### config.mk
export PLATFORM = sky130hd
export DESIGN_NAME = rtc_bus_scheduler
export DESIGN_NICKNAME = d
export VERILOG_FILES = /design/src/rtl/rtc_pkg.sv /design/src/rtl/rtc_burst_rom.sv /design/src/rtl/rtc_bus_scheduler.sv
export SDC_FILE = /design/constraint.sdc
export NUM_CORES = 1
export LEC_CHECK = 0
export CORE_AREA = 2 2 142 172
export CTS_BUF_LIST = sky130_fd_sc_hd__clkbuf_4 sky130_fd_sc_hd__clkbuf_8 sky130_fd_sc_hd__clkbuf_16
export DETAILED_ROUTE_END_ITERATION = 10
export DIE_AREA = 0 0 144 174
export HOLD_SLACK_MARGIN = 0.02
export PLACE_DENSITY = 0.79
export SKIP_LAST_GASP = 1
export SLEW_MARGIN = 40
export SYNTH_ARGS = -nofsm -noshare
export SYNTH_HDL_FRONTEND = slang
export SYNTH_SLANG_ARGS = --single-unit
### constraint.sdc
create_clock -name clk -period 2.8 [get_ports clk]
set_input_delay 0.42 -clock clk [delete_from_list [all_inputs] [get_ports clk]]
set_output_delay 0.42 -clock clk [all_outputs]
set_load 0.02 [all_outputs]
### src/rtl/rtc_pkg.sv
// Shared encodings for the RTC bus scheduler: FSM states, burst IDs,
// RTC register map, init constants and write-data selectors.
package rtc_pkg;

  typedef enum logic [3:0] {
    ST_IDLE  = 4'd0,
    ST_GRANT = 4'd1,
    ST_ISSUE = 4'd2,
    ST_WAIT  = 4'd3,
    ST_NEXT  = 4'd4,
    ST_DONE  = 4'd5
  } state_t;

  typedef enum logic [1:0] {
    BURST_INIT = 2'd0,
    BURST_WCLK = 2'd1,
    BURST_WTMR = 2'd2,
    BURST_READ = 2'd3
  } burst_t;

  // Where the write byte of the current transaction comes from.
  typedef enum logic [3:0] {
    DSEL_INIT0 = 4'd0,
    DSEL_INIT1 = 4'd1,
    DSEL_INIT2 = 4'd2,
    DSEL_CLK0  = 4'd3,
    DSEL_CLK1  = 4'd4,
    DSEL_CLK2  = 4'd5,
    DSEL_CLK3  = 4'd6,
    DSEL_CLK4  = 4'd7,
    DSEL_CLK5  = 4'd8,
    DSEL_TMR0  = 4'd9,
    DSEL_TMR1  = 4'd10,
    DSEL_TMR2  = 4'd11,
    DSEL_NONE  = 4'd15
  } dsel_t;

  localparam logic [7:0] ADDR_SEG   = 8'h00;
  localparam logic [7:0] ADDR_MIN   = 8'h01;
  localparam logic [7:0] ADDR_HORA  = 8'h02;
  localparam logic [7:0] ADDR_DIA   = 8'h04;
  localparam logic [7:0] ADDR_MES   = 8'h05;
  localparam logic [7:0] ADDR_ANNO  = 8'h06;
  localparam logic [7:0] ADDR_TSEG  = 8'h08;
  localparam logic [7:0] ADDR_TMIN  = 8'h09;
  localparam logic [7:0] ADDR_THORA = 8'h0A;
  localparam logic [7:0] ADDR_CTRL  = 8'h0E;
  localparam logic [7:0] ADDR_CFG   = 8'h0F;

  localparam logic [7:0] INIT_CTRL_RST = 8'h10;
  localparam logic [7:0] INIT_CTRL_RUN = 8'h00;
  localparam logic [7:0] INIT_CFG      = 8'hD2;

  localparam logic [47:0] RD_TIME_RST = 48'h01_01_00_00_00_00;

endpackage

### src/rtl/rtc_burst_rom.sv
// Combinational burst table: (burst, index) -> register address, direction,
// write-data source and last-transaction flag.
module rtc_burst_rom import rtc_pkg::*; (
  input  burst_t      burst_id,
  input  logic [3:0]  idx,
  output logic [7:0]  addr,
  output logic        is_write,
  output dsel_t       data_sel,
  output logic        last
);

  always_comb begin
    addr     = 8'h00;
    is_write = 1'b0;
    data_sel = DSEL_NONE;
    last     = 1'b0;
    case (burst_id)
      BURST_INIT: begin
        is_write = 1'b1;
        last     = (idx == 4'd2);
        case (idx)
          4'd0:    begin addr = ADDR_CTRL; data_sel = DSEL_INIT0; end
          4'd1:    begin addr = ADDR_CTRL; data_sel = DSEL_INIT1; end
          default: begin addr = ADDR_CFG;  data_sel = DSEL_INIT2; end
        endcase
      end
      BURST_WCLK: begin
        is_write = 1'b1;
        last     = (idx == 4'd5);
        case (idx)
          4'd0:    begin addr = ADDR_DIA;  data_sel = DSEL_CLK0; end
          4'd1:    begin addr = ADDR_MES;  data_sel = DSEL_CLK1; end
          4'd2:    begin addr = ADDR_ANNO; data_sel = DSEL_CLK2; end
          4'd3:    begin addr = ADDR_HORA; data_sel = DSEL_CLK3; end
          4'd4:    begin addr = ADDR_MIN;  data_sel = DSEL_CLK4; end
          default: begin addr = ADDR_SEG;  data_sel = DSEL_CLK5; end
        endcase
      end
      BURST_WTMR: begin
        is_write = 1'b1;
        last     = (idx == 4'd2);
        case (idx)
          4'd0:    begin addr = ADDR_THORA; data_sel = DSEL_TMR0; end
          4'd1:    begin addr = ADDR_TMIN;  data_sel = DSEL_TMR1; end
          default: begin addr = ADDR_TSEG;  data_sel = DSEL_TMR2; end
        endcase
      end
      default: begin
        // Read order matches the shadow layout: six time registers, then timer.
        last = (idx == 4'd8);
        case (idx)
          4'd0:    addr = ADDR_DIA;
          4'd1:    addr = ADDR_MES;
          4'd2:    addr = ADDR_ANNO;
          4'd3:    addr = ADDR_HORA;
          4'd4:    addr = ADDR_MIN;
          4'd5:    addr = ADDR_SEG;
          4'd6:    addr = ADDR_THORA;
          4'd7:    addr = ADDR_TMIN;
          default: addr = ADDR_TSEG;
        endcase
      end
    endcase
  end

endmodule

### src/rtl/rtc_bus_scheduler.sv
// Owns the RTC chip bus: arbitrates init / date-time commit / timer commit /
// periodic read-back requests and runs each as a fixed register burst.
module rtc_bus_scheduler import rtc_pkg::*; #(
  parameter int unsigned REFRESH_CYCLES = 1_000_000,
  parameter int unsigned TIMEOUT_CYCLES = 255
) (
  input  logic        clk,
  input  logic        reset,
  input  logic        init_req,
  input  logic        wr_clk_req,
  input  logic        wr_tmr_req,
  input  logic [47:0] clk_set,
  input  logic [23:0] tmr_set,
  output logic        cyc_start,
  output logic        cyc_wr,
  output logic [7:0]  cyc_addr,
  output logic [7:0]  cyc_wdata,
  input  logic        cyc_done,
  input  logic [7:0]  cyc_rdata,
  output logic [47:0] rd_time,
  output logic [23:0] rd_tmr,
  output logic        rd_valid,
  output logic        busy,
  output logic        err,
  output logic [3:0]  state
);

  // Bus handshake: cyc_start pulses once per transaction (ISSUE); cyc_wr,
  // cyc_addr and cyc_wdata hold from ISSUE through the cycle cyc_done is seen
  // in WAIT; cyc_done arriving in any other state is ignored.
  localparam int RW = (REFRESH_CYCLES > 1) ? $clog2(REFRESH_CYCLES) : 1;
  localparam int TW = $clog2(TIMEOUT_CYCLES + 1);

  state_t      st_q, st_d;
  burst_t      burst_q, burst_sel;
  logic [3:0]  idx_q;
  logic        init_pend, clk_pend, tmr_pend, rd_pend, any_pend;
  logic [RW-1:0] ref_cnt;
  logic        ref_tc;
  logic [TW-1:0] tmo_cnt;
  logic        tmo_hit, grant, active;
  logic [47:0] clk_lat;
  logic [23:0] tmr_lat;
  logic [7:0]  shadow [9];
  logic [47:0] rd_time_q;
  logic [23:0] rd_tmr_q;
  logic        rd_valid_q, err_q;
  logic [7:0]  rom_addr, wdata_mux;
  logic        rom_wr, rom_last;
  dsel_t       rom_dsel;

  rtc_burst_rom u_rom (
    .burst_id (burst_q),
    .idx      (idx_q),
    .addr     (rom_addr),
    .is_write (rom_wr),
    .data_sel (rom_dsel),
    .last     (rom_last)
  );

  assign any_pend = init_pend | clk_pend | tmr_pend | rd_pend;
  assign grant    = (st_q == ST_GRANT);
  assign ref_tc   = (ref_cnt == RW'(REFRESH_CYCLES - 1));
  assign tmo_hit  = (tmo_cnt == TW'(TIMEOUT_CYCLES - 1));

  always_comb begin
    burst_sel = BURST_READ;
    if (init_pend)     burst_sel = BURST_INIT;
    else if (clk_pend) burst_sel = BURST_WCLK;
    else if (tmr_pend) burst_sel = BURST_WTMR;
  end

  always_comb begin
    st_d = st_q;
    case (st_q)
      ST_IDLE:  if (any_pend) st_d = ST_GRANT;
      ST_GRANT: st_d = ST_ISSUE;
      ST_ISSUE: st_d = ST_WAIT;
      ST_WAIT: begin
        if (cyc_done)     st_d = ST_NEXT;
        else if (tmo_hit) st_d = ST_IDLE;
      end
      ST_NEXT:  st_d = rom_last ? ST_DONE : ST_ISSUE;
      ST_DONE:  st_d = ST_IDLE;
      default:  st_d = ST_IDLE;
    endcase
  end

  always_comb begin
    wdata_mux = 8'h00;
    case (rom_dsel)
      DSEL_INIT0: wdata_mux = INIT_CTRL_RST;
      DSEL_INIT1: wdata_mux = INIT_CTRL_RUN;
      DSEL_INIT2: wdata_mux = INIT_CFG;
      DSEL_CLK0:  wdata_mux = clk_lat[47:40];
      DSEL_CLK1:  wdata_mux = clk_lat[39:32];
      DSEL_CLK2:  wdata_mux = clk_lat[31:24];
      DSEL_CLK3:  wdata_mux = clk_lat[23:16];
      DSEL_CLK4:  wdata_mux = clk_lat[15:8];
      DSEL_CLK5:  wdata_mux = clk_lat[7:0];
      DSEL_TMR0:  wdata_mux = tmr_lat[23:16];
      DSEL_TMR1:  wdata_mux = tmr_lat[15:8];
      DSEL_TMR2:  wdata_mux = tmr_lat[7:0];
      default:    wdata_mux = 8'h00;
    endcase
  end

  always_ff @(posedge clk or negedge reset) begin
    if (!reset) begin
      st_q       <= ST_IDLE;
      burst_q    <= BURST_INIT;
      idx_q      <= '0;
      init_pend  <= 1'b0;
      clk_pend   <= 1'b0;
      tmr_pend   <= 1'b0;
      rd_pend    <= 1'b0;
      ref_cnt    <= '0;
      tmo_cnt    <= '0;
      clk_lat    <= '0;
      tmr_lat    <= '0;
      rd_time_q  <= RD_TIME_RST;
      rd_tmr_q   <= '0;
      rd_valid_q <= 1'b0;
      err_q      <= 1'b0;
      for (int i = 0; i < 9; i++) shadow[i] <= 8'h00;
    end else begin
      st_q    <= st_d;
      ref_cnt <= ref_tc ? '0 : ref_cnt + 1'b1;
      // A request arriving during GRANT survives the clear for the next round.
      init_pend <= init_req   | (init_pend & ~(grant && burst_sel == BURST_INIT));
      clk_pend  <= wr_clk_req | (clk_pend  & ~(grant && burst_sel == BURST_WCLK));
      tmr_pend  <= wr_tmr_req | (tmr_pend  & ~(grant && burst_sel == BURST_WTMR));
      rd_pend   <= ref_tc     | (rd_pend   & ~(grant && burst_sel == BURST_READ));
      if (grant) begin
        burst_q <= burst_sel;
        idx_q   <= '0;
        clk_lat <= clk_set;
        tmr_lat <= tmr_set;
      end
      if (st_q == ST_NEXT && !rom_last) idx_q <= idx_q + 4'd1;
      if (st_q == ST_ISSUE)     tmo_cnt <= '0;
      else if (st_q == ST_WAIT) tmo_cnt <= tmo_cnt + 1'b1;
      if (st_q == ST_WAIT && cyc_done && burst_q == BURST_READ)
        shadow[idx_q] <= cyc_rdata;
      err_q      <= (st_q == ST_WAIT) && !cyc_done && tmo_hit;
      rd_valid_q <= (st_q == ST_DONE) && (burst_q == BURST_READ);
      if (st_q == ST_DONE && burst_q == BURST_READ) begin
        rd_time_q <= {shadow[0], shadow[1], shadow[2], shadow[3], shadow[4], shadow[5]};
        rd_tmr_q  <= {shadow[6], shadow[7], shadow[8]};
      end
    end
  end

  assign active    = (st_q == ST_ISSUE) || (st_q == ST_WAIT);
  assign cyc_start = (st_q == ST_ISSUE);
  assign cyc_wr    = active && rom_wr;
  assign cyc_addr  = active ? rom_addr : 8'h00;
  assign cyc_wdata = (active && rom_wr) ? wdata_mux : 8'h00;
  assign rd_time   = rd_time_q;
  assign rd_tmr    = rd_tmr_q;
  assign rd_valid  = rd_valid_q;
  assign err       = err_q;
  assign busy      = (st_q != ST_IDLE);
  assign state     = st_q;

endmodule

## After elaboration in Yosys (flattened, before gate mapping)

Memories as Yosys holds them, arrays and structs flattened.
Index checks and enable logic that the tools add are counted.

| cells by class | value |
|---|---|
| order comparisons | 2 |
| bitwise operators | 16 |
| reduce and logical (&&, ||, !) cells | 27 |
| equality and inequality tests | 31 |
| mux-type cells | 30 |
| add/subtract/negate cells | 3 |

Operators by type and width:

| cell | count |
|---|---|
| 8-bit case mux with 11 select lines | 1 |
| 72-bit bitwise mux | 1 |
| 8-bit 2-to-1 mux | 6 |
| 4-bit case mux with 5 select lines | 2 |
| 8-bit demux with 4-bit select | 1 |
| 4-bit by 3-bit == test with 1-bit output (second input constant) | 8 |
| 4-bit by 2-bit == test with 1-bit output (second input constant) | 6 |
| 8-bit case mux with 3 select lines | 1 |
| 20-bit by 1-bit adder with 20-bit output (second input constant) | 1 |
| 20-bit == test (second input constant) | 1 |
| 4-bit == test (second input constant) | 5 |
| 20-bit 2-to-1 mux | 1 |
| 4-bit 2-to-1 mux | 5 |
| 3-bit case mux with 5 select lines | 1 |
| 1-bit logical AND | 12 |
| 4-bit logical NOT | 3 |
| 2-bit case mux with 2 select lines | 3 |
| 4-bit case mux with 3 select lines | 1 |
| 8-bit by 1-bit adder with 8-bit output (second input constant) | 1 |
| 2-bit == test (second input constant) | 4 |
| 4-bit by 1-bit == test with 1-bit output (second input constant) | 2 |
| 8-bit == test (second input constant) | 1 |
| 1-bit OR | 7 |
| 5-bit greater-or-equal comparator (second input constant) | 1 |
| 20 further kinds | 34 |

| storage, ports and cells | value |
|---|---|
| output and inout bits | 97 |
| bits of input ports | 86 |
| flip-flop bits (word level) | 260 |
| logic and storage cells | 134 |
| memories | 1 |
| memory bits (read-only) | 32 |

Memories:

| name | words | width | rd ports | clocked after memory_dff | write ports | line | RTL |
|---|---|---|---|---|---|---|---|
| (name not given) | 8 | 4 | 1 | 0 | 0 | rtc_burst_rom.sv:51 | `case (idx)` |

## Logic depth before layout (Yosys ltp)

| logic depth | value |
|---|---|
| word-level depth | 8 |
| mapped depth | 10 |
| mapped depth without buffers | 8 |

## Modules after synthesis

A second synthesis with hierarchy kept.

| unflattened totals | value |
|---|---|
| cells, all modules | 1010 |
| area total of the unflattened synthesis | 11394.7 um^2 |

Modules (own cells, without submodules):

| module | cells an instance | seq. area each (um^2) | area each (um^2) | times used |
|---|---|---|---|---|
| rtc_bus_scheduler | 946 | 6483.7 | 10974.3 | 1 |
| rtc_burst_rom | 64 | 0.0 | 420.4 | 1 |

## Worst setup path before layout

OpenSTA, ideal clock, no wires.

| path | value |
|---|---|
| kind | register to output |
| from | register idx_q[0] |
| to | output port cyc_wdata[1] |
| setup slack | -193 ps |
| path buffers | 1 |
| arrival time | 2573 ps |
| cell stages (with the launch flop) | 9 |
| cell sequence | dfrtp_1 inv_1 ha_1 clkbuf_1 or4_1 o22ai_2 a221oi_1 or3_1 a41oi_1 |

| between the ends | value |
|---|---|
| cells in the longest elaborated chain, start to end | 6 |
| elaborated cells on any way between the ends | 22 |
| those cells by class | eq/ne: 14; mux: 6; reduce/logical: 2 |

RTL lines:

| element | line | RTL |
|---|---|---|
| from (decl) | rtc_bus_scheduler.sv:36 | `logic [3:0] idx_q;` |
| from (signal assigned) | rtc_bus_scheduler.sv:140 | `if (st_q == ST_NEXT && !rom_last) idx_q <= idx_q + 4'd1;` |
| 4-bit by 3-bit == test with 1-bit output (tied with other cells) | rtc_burst_rom.sv:30 | `case (idx)` |
| 4-bit case mux with 5 select lines (tied with other cells) | rtc_burst_rom.sv:30 |  |
| 4-bit case mux with 3 select lines (*) | rtc_burst_rom.sv:17 | `case (burst_id)` |
| 4-bit == test (tied with other cells) | rtc_bus_scheduler.sv:91 | `case (rom_dsel)` |
| 8-bit case mux with 11 select lines (*) | rtc_bus_scheduler.sv:91 |  |
| 8-bit 2-to-1 mux (*) | rtc_bus_scheduler.sv:158 | `assign cyc_wdata = (active && rom_wr) ? wdata_mux : 8'h00;` |
| to (decl) | rtc_bus_scheduler.sv:17 | `output logic [7:0] cyc_wdata,` |

Every way passes the cells marked *; elsewhere a longest branch is shown, timed or not.

## Worst setup path in the final report

| path | value |
|---|---|
| from | register idx_q[1] |
| to | output port cyc_wdata[7] |

Same word-level chain as after synthesis.

==> run_results.csv <==
group,metric,value,unit
cts,numCtsBuffers,25,
critical_path,rrSetupSlack,330,ps
power,pwr_density_cell,882,mW/mm^2
critical_path,critPathMaxFanout,8,
route,wirelength,30200,um
cts,cts_tree,"done",
route,route.detailed.drc,0,
sta,rsz0062_at_grt,"yes",
global_route,grt_pass1_vias,9367,
sta,drv_slew,0,
route,via_count,9145,
finish,syn_to_final_growth,35.8,%
finish,filler_cell_count,1857,
finish,fin_nets,1505,
finish,fin_util,65.6,%
sta,hold_viol,0,
floorplanning,start_util,48.3,%
critical_path,critPathMaxStageDelay,480,ps
place,routabilityCongestion,0.915,
floorplanning,die-area,0.0251,sq mm
floorplanning,core_area,0.0235,sq mm
route,ant_nets,0,
sta,period_needed,3380,ps
power,p_int,8.90,mW
finish,antenna_cells,0,
sta,finalSetupViolCount,8,
power,power_leakage,7.62,nW
yosys,yosys_most_used_dff,"dfrtp_1",
min_path,hold_class,"input port to flop",
power,p_sw,4.69,mW
yosys,syn_area,0.0114,sq mm
status,status,"finished with violations",
power,swShare,34.5,%
floorplanning,io_pins,183,
floorplanning,die_h,174,um
critical_path,crit_required,2380,ps
global_route,grt_overflow,0,
route,firstDrtPassIters,5,
global_route,grt_max_degree,73,
sta,post-route-period-util,121,%
critical_path,crit_arrival,2960,ps
cts,htreeDepth,1,
finish,layout_common_cells,"474 x nand2_1, 256 x dfrtp_1, 164 x clkdlybuf4s50_1",
cts,cts_root_buf,"clkbuf_16",
cts,clock_sinks,259,
yosys,seq_area_frac_synth,57.1,%
critical_path,crit_family,"simple AND/OR/NAND/NOR gates",
sta,slew_headroom,50.9,%
sta,setup_tns,-4460,ps
critical_path,crit_chain,"inv_2, buf_6, ha_4, or4b_4, o311ai_4, and2_4, buf_12, mux2_4, a22oi_2, a31oi_2, buf_4",
yosys,ys_async_sr_fraction,100,%
finish,drive_gt1_share,20.4,%
place,portBuffers,177,
sta,timing.final.ws_setup,-584,ps
yosys,ys_ff_latch,259,
sta,clock.fmax,0.295,GHz
global_route,antenna_found_initial,0,
route,drt_iter0_markers,427,
status,violations,"setup timing",
route,wl_per_cell,17.3,um
critical_path,worstSetupStartpoint,"idx_q[1]",
min_path,min_from,"clk_set[5]",
cts,path_clk_slew,70,ps
critical_path,reg2reg_from,"burst_q[1]",
route,avgViaCountPerCell,5.23,
power,p_clk_share,26.8,%
yosys,ys_warn_count,0,
cts,clock_latency,520,ps
sta,tightest_slew,736,ps
critical_path,crit_path_top_delay_cell,"or4b_4",
critical_path,critPathKind,"flop to primary output",
floorplanning,rows,62,
yosys,syn_inst,1164,
critical_path,critical_path_buf_inv_count,4,
sta,skew,15.8,ps
power,power_frac_comb,37.3,%
place,hpwl,21300,um
critical_path,crit_path_end_kind,"primary output",
global_route,grt_pass1_wl,48400,um
flow_run,cap_violations,0,
critical_path,startpoint_type,"flop",
power,peakVddDrop,0.619,mV
yosys,avgSynthCellArea,9.76,sq um
cts,cts_buffer_depth,3,
power,seq_power_share,35.9,%
yosys,synth_edf_count,0,
finish,final_common_cell,"nand2_1",
floorplanning,fp.dieW,144,um
yosys,synth_cell_type_count,70,
global_route,grt_usage,24.5,%
power groups by stage:
stage / clock (mW) / combinational [mW] / sequential, mW
2_1_floorplan: 0 / 2.62 / 4.71
3_3_place_gp: 0 / 4.40 / 4.92
3_5_place_dp: 0 / 4.46 / 4.93
4_1_cts: 3.70 / 4.98 / 4.88
5_1_grt: 3.86 / 5.51 / 4.93
6_report: 3.64 / 5.07 / 4.88
registers in the layout (all words and copies together), names as in the netlist, 2 cells and up:
register  count
clk_lat      48
idx_q         4
rd_tmr       24
burst_q       2
state         3
tmo_cnt       8
rd_time      48
tmr_lat      24
shadow       72
ref_cnt      20
stage by stage:
stage	power, mW	hold slack (ps)	setup slack [ps]	area (sq um)	std cells
2_1_floorplan	7.34	124	-41.8	11400	1168
3_3_place_gp	9.32	408	-595	14100	1688
3_5_place_dp	9.39	407	-632	14100	1688
4_1_cts	13.6	417	-588	15300	1745
5_1_grt	14.3	428	-671	15400	1748
6_report	13.6	431	-584	15400	1748
layout make-up:
| cell class | instances | area (sq um) | share of cell area, % |
|---|---|---|---|
| multi-input cells | 840 | 4910 | 31.8 |
| clock inverters | 12 | 195 | 1.27 |
| well taps | 320 | 400 | 2.60 |
| flip-flops and latches | 259 | 6480 | 42.1 |
| clock buffers | 32 | 703 | 4.56 |
| repair buffers | 278 | 2700 | 17.5 |
| inverters | 7 | 26.3 | 0.170 |
worst reg2reg max path: stages, from the launching register on:
cell	delay (ps)
dfrtp_1	440
buf_4	180
buf_4	180
and2_1	150
buf_4	130
nand4_1	190
nor3_1	320
nand2_1	360
mux2_1	420
cell usage after synthesis, types with 3 or more instances:
| library cell | number | share of area [%] |
|---|---|---|
| a22oi_1 | 4 | 0.26 |
| buf_2 | 4 | 0.18 |
| mux2_2 | 73 | 7.2 |
| ha_1 | 8 | 0.88 |
| mux2i_1 | 4 | 0.35 |
| and2_1 | 9 | 0.50 |
| a41oi_1 | 3 | 0.23 |
| dfrtp_1 | 257 | 57 |
| o21ai_0 | 19 | 0.84 |
| a22o_1 | 11 | 0.85 |
| a221o_1 | 3 | 0.26 |
| buf_4 | 8 | 0.53 |
| buf_1 | 16 | 0.53 |
| a21oi_1 | 22 | 0.97 |
| inv_1 | 6 | 0.20 |
| a21o_1 | 5 | 0.33 |
| or3_1 | 4 | 0.22 |
| a31oi_1 | 11 | 0.61 |
| nor4_1 | 3 | 0.17 |
| nand2b_1 | 9 | 0.50 |
| nand2_1 | 476 | 16 |
| nor2_1 | 32 | 1.1 |
| o2bb2ai_1 | 3 | 0.23 |
| o31ai_1 | 3 | 0.20 |
| mux2_1 | 3 | 0.30 |
| nor3b_1 | 3 | 0.20 |
| nand3_1 | 21 | 0.93 |
| xnor2_1 | 8 | 0.62 |
| xor2_1 | 11 | 0.85 |
| and3_1 | 13 | 0.72 |
| nand4_1 | 6 | 0.33 |
| o21ai_1 | 10 | 0.44 |
| nor3_1 | 6 | 0.26 |
| nor2b_1 | 9 | 0.50 |
| and4_1 | 3 | 0.23 |
| clkbuf_1 | 33 | 1.1 |
| a32oi_1 | 5 | 0.39 |
logic make-up after synthesis:
kind of cell / after synthesis / share of synthesized area [%]
simple gates: 611 / 22.8
flops: 259 / 57.1
compound gates: 117 / 7.23
mux: 80 / 7.89
buf+inv: 69 / 2.66
xor+xnor: 19 / 1.47
fa+ha+maj: 8 / 0.881
other cells: 1 / 0.0330
timing repair:
action                     4_1_cts  5_1_grt
resized for setup              103       13
setup endpoints to repair       11       12
hold buffers                     1        0
hold endpoints to repair        64        0
pin swaps                       22       10
cloned                           0        1
buffers inserted                13        2
layer usage:
metal	GRT usage, %	vias up	share of wire, %
li1	-	4364	-
met1	30.5	4409	40
met2	42.4	295	50
met3	3.20	77	4.9
met4	10.7	0	4.9
met5	0	-	0
final timing paths:
| check | end | depth (start not counted) |
|---|---|---|
| max in group asynchronous | rd_time[40] | 3 |
| setup / recovery | cyc_wdata[7] | 11 |
| min in group asynchronous | rd_time[12] | 2 |
| hold reg to reg | rd_tmr[15] | 2 |
| hold / removal | clk_lat[5] | 3 |
| setup reg to reg | shadow[55] | 8 |
No activity file was read; power rests on OpenSTA's default activity.
==> edit (config.mk and constraints unchanged) <==
Change the parameter `TIMEOUT_CYCLES` from 255 to 510.
--- a/src/rtl/rtc_bus_scheduler.sv
+++ b/src/rtl/rtc_bus_scheduler.sv
@@ -3,5 +3,5 @@
 module rtc_bus_scheduler import rtc_pkg::*; #(
   parameter int unsigned REFRESH_CYCLES = 1_000_000,
-  parameter int unsigned TIMEOUT_CYCLES = 255
+  parameter int unsigned TIMEOUT_CYCLES = 510
 ) (
   input  logic        clk,
Behaviour: same outputs for any inputs over 10 cycles, from zero or initial values and one cycle with reset low; that may be too few to reach the edited logic, so the function may still have changed.
==> edit against the original RTL <==
The flow still finishes with violations (negative setup slack); worst setup slack got worse by 59 ps; total power fell by 3.9%; wire length fell by 4.5%; count of clock-buffer cells in the layout rose by 6; sequential cell count rose by 1; synthesized area rose by 1.2%; cell area barely moved; combinational power fell by 11%; largest cell class unchanged; critical path type unchanged; core utilization rose by 0.059 points.
==> edit: results (changes against the original RTL) <==
----------------------------------------------------
[Status]
  Failing checks ... negative setup slack (unchanged)
  Status ... complete, but fails checks (unchanged)

[Global routing]
  Global-route wire length before repair ... 47,230 um (was 48,440 um)
  Via count of the first global-routing pass ... 9,394 (was 9,367)
  Pin count of the biggest net entering global routing ... 87 (was 73)

[Drt]
  Drt via density ... 5.235 (was 5.232)
  Met2 routed wirelength ... 14,870 um (was 15,130 um)
  Number of DRC violations after detailed-routing iteration 0 ... 493 (was 427)
  Total length of routed met3 wires ... 1416 um (was 1466 um)

[Timing]
  Number of setup violations in the final report ... 8 (unchanged)
  Actual slew at the worst max-slew pin ... 760.0 ps (was 735.8 ps)
  Clock tree skew after final layout ... 24.52 ps (was 15.85 ps)
  Final setup margin ... -643.4 ps (was -584.4 ps)

[Pwr]
  Max VDD drop ... 0.6706 mV (was 0.6192 mV)
  Internal ... 8.710 mW (was 8.904 mW)
  Proportion of power drawn by flip-flops and latches ... 0.370 (was 0.359)

[Cells and area]
  Share of cells above drive strength 1 ... 0.2040 (was 0.2045)
  Filler cells ... 1,848 (was 1,857)

[Worst hold path]
  Hold path start ... tmr_set[13] (was clk_set[5])
  Endpoint of the worst hold-timing path ... tmr_lat[13] (was clk_lat[5])

[Logic synthesis]
  Post-synthesis compound-gate area fraction ... 0.07722 (was 0.07228)
  Unique masters post-synth ... 74 (was 70)
  Syn Area/Cell ... 9.720 um^2 (was 9.756 um^2)
  Share of synthesized area spent on multiplexers ... 0.08135 (was 0.07889)

[Place]
  Last weighted congestion value of the routability-driven placer ... 0.8729 (was 0.9147)

[Critical path]
  Max incr delay on CP ... 510 ps (was 480 ps)
  Crit Reg-Reg Endpoint ... shadow[46] (was shadow[55])

----------------------------------------------------
-- edit: area by class of cell --
class | count | area (um^2) | share of cell area
clock inverters | 10 | 167.7 | 0.01087
repair buffers | 268 | 2591 | 0.1679
multi-input cells | 847 | 4931 | 0.3196
flip-flops and latches | 260 | 6511 | 0.4220
inverters | 13 | 51.30 | 0.003324
well taps | 320 | 400.4 | 0.02595
clock buffers | 38 | 778.2 | 0.05043
-- edit: layer usage --
| layer | global-route usage | up-vias |
|---|---|---|
| met5 | 0 | - |
| met4 | 0.05596 | 0 |
| met3 | 0.02893 | 41 |
| met2 | 0.4143 | 277 |
| met1 | 0.3074 | 4461 |
| li1 | - | 4413 |
-- edit: what timing repair did --
item                                    CTS  global route
resized for setup                        87            28
endpoints found under the setup margin   11            19
hold endpoints to repair                 79             0
setup buffers                            15             0
hold buffers                              1             0
cloned                                    1             0
pin swaps                                20            12
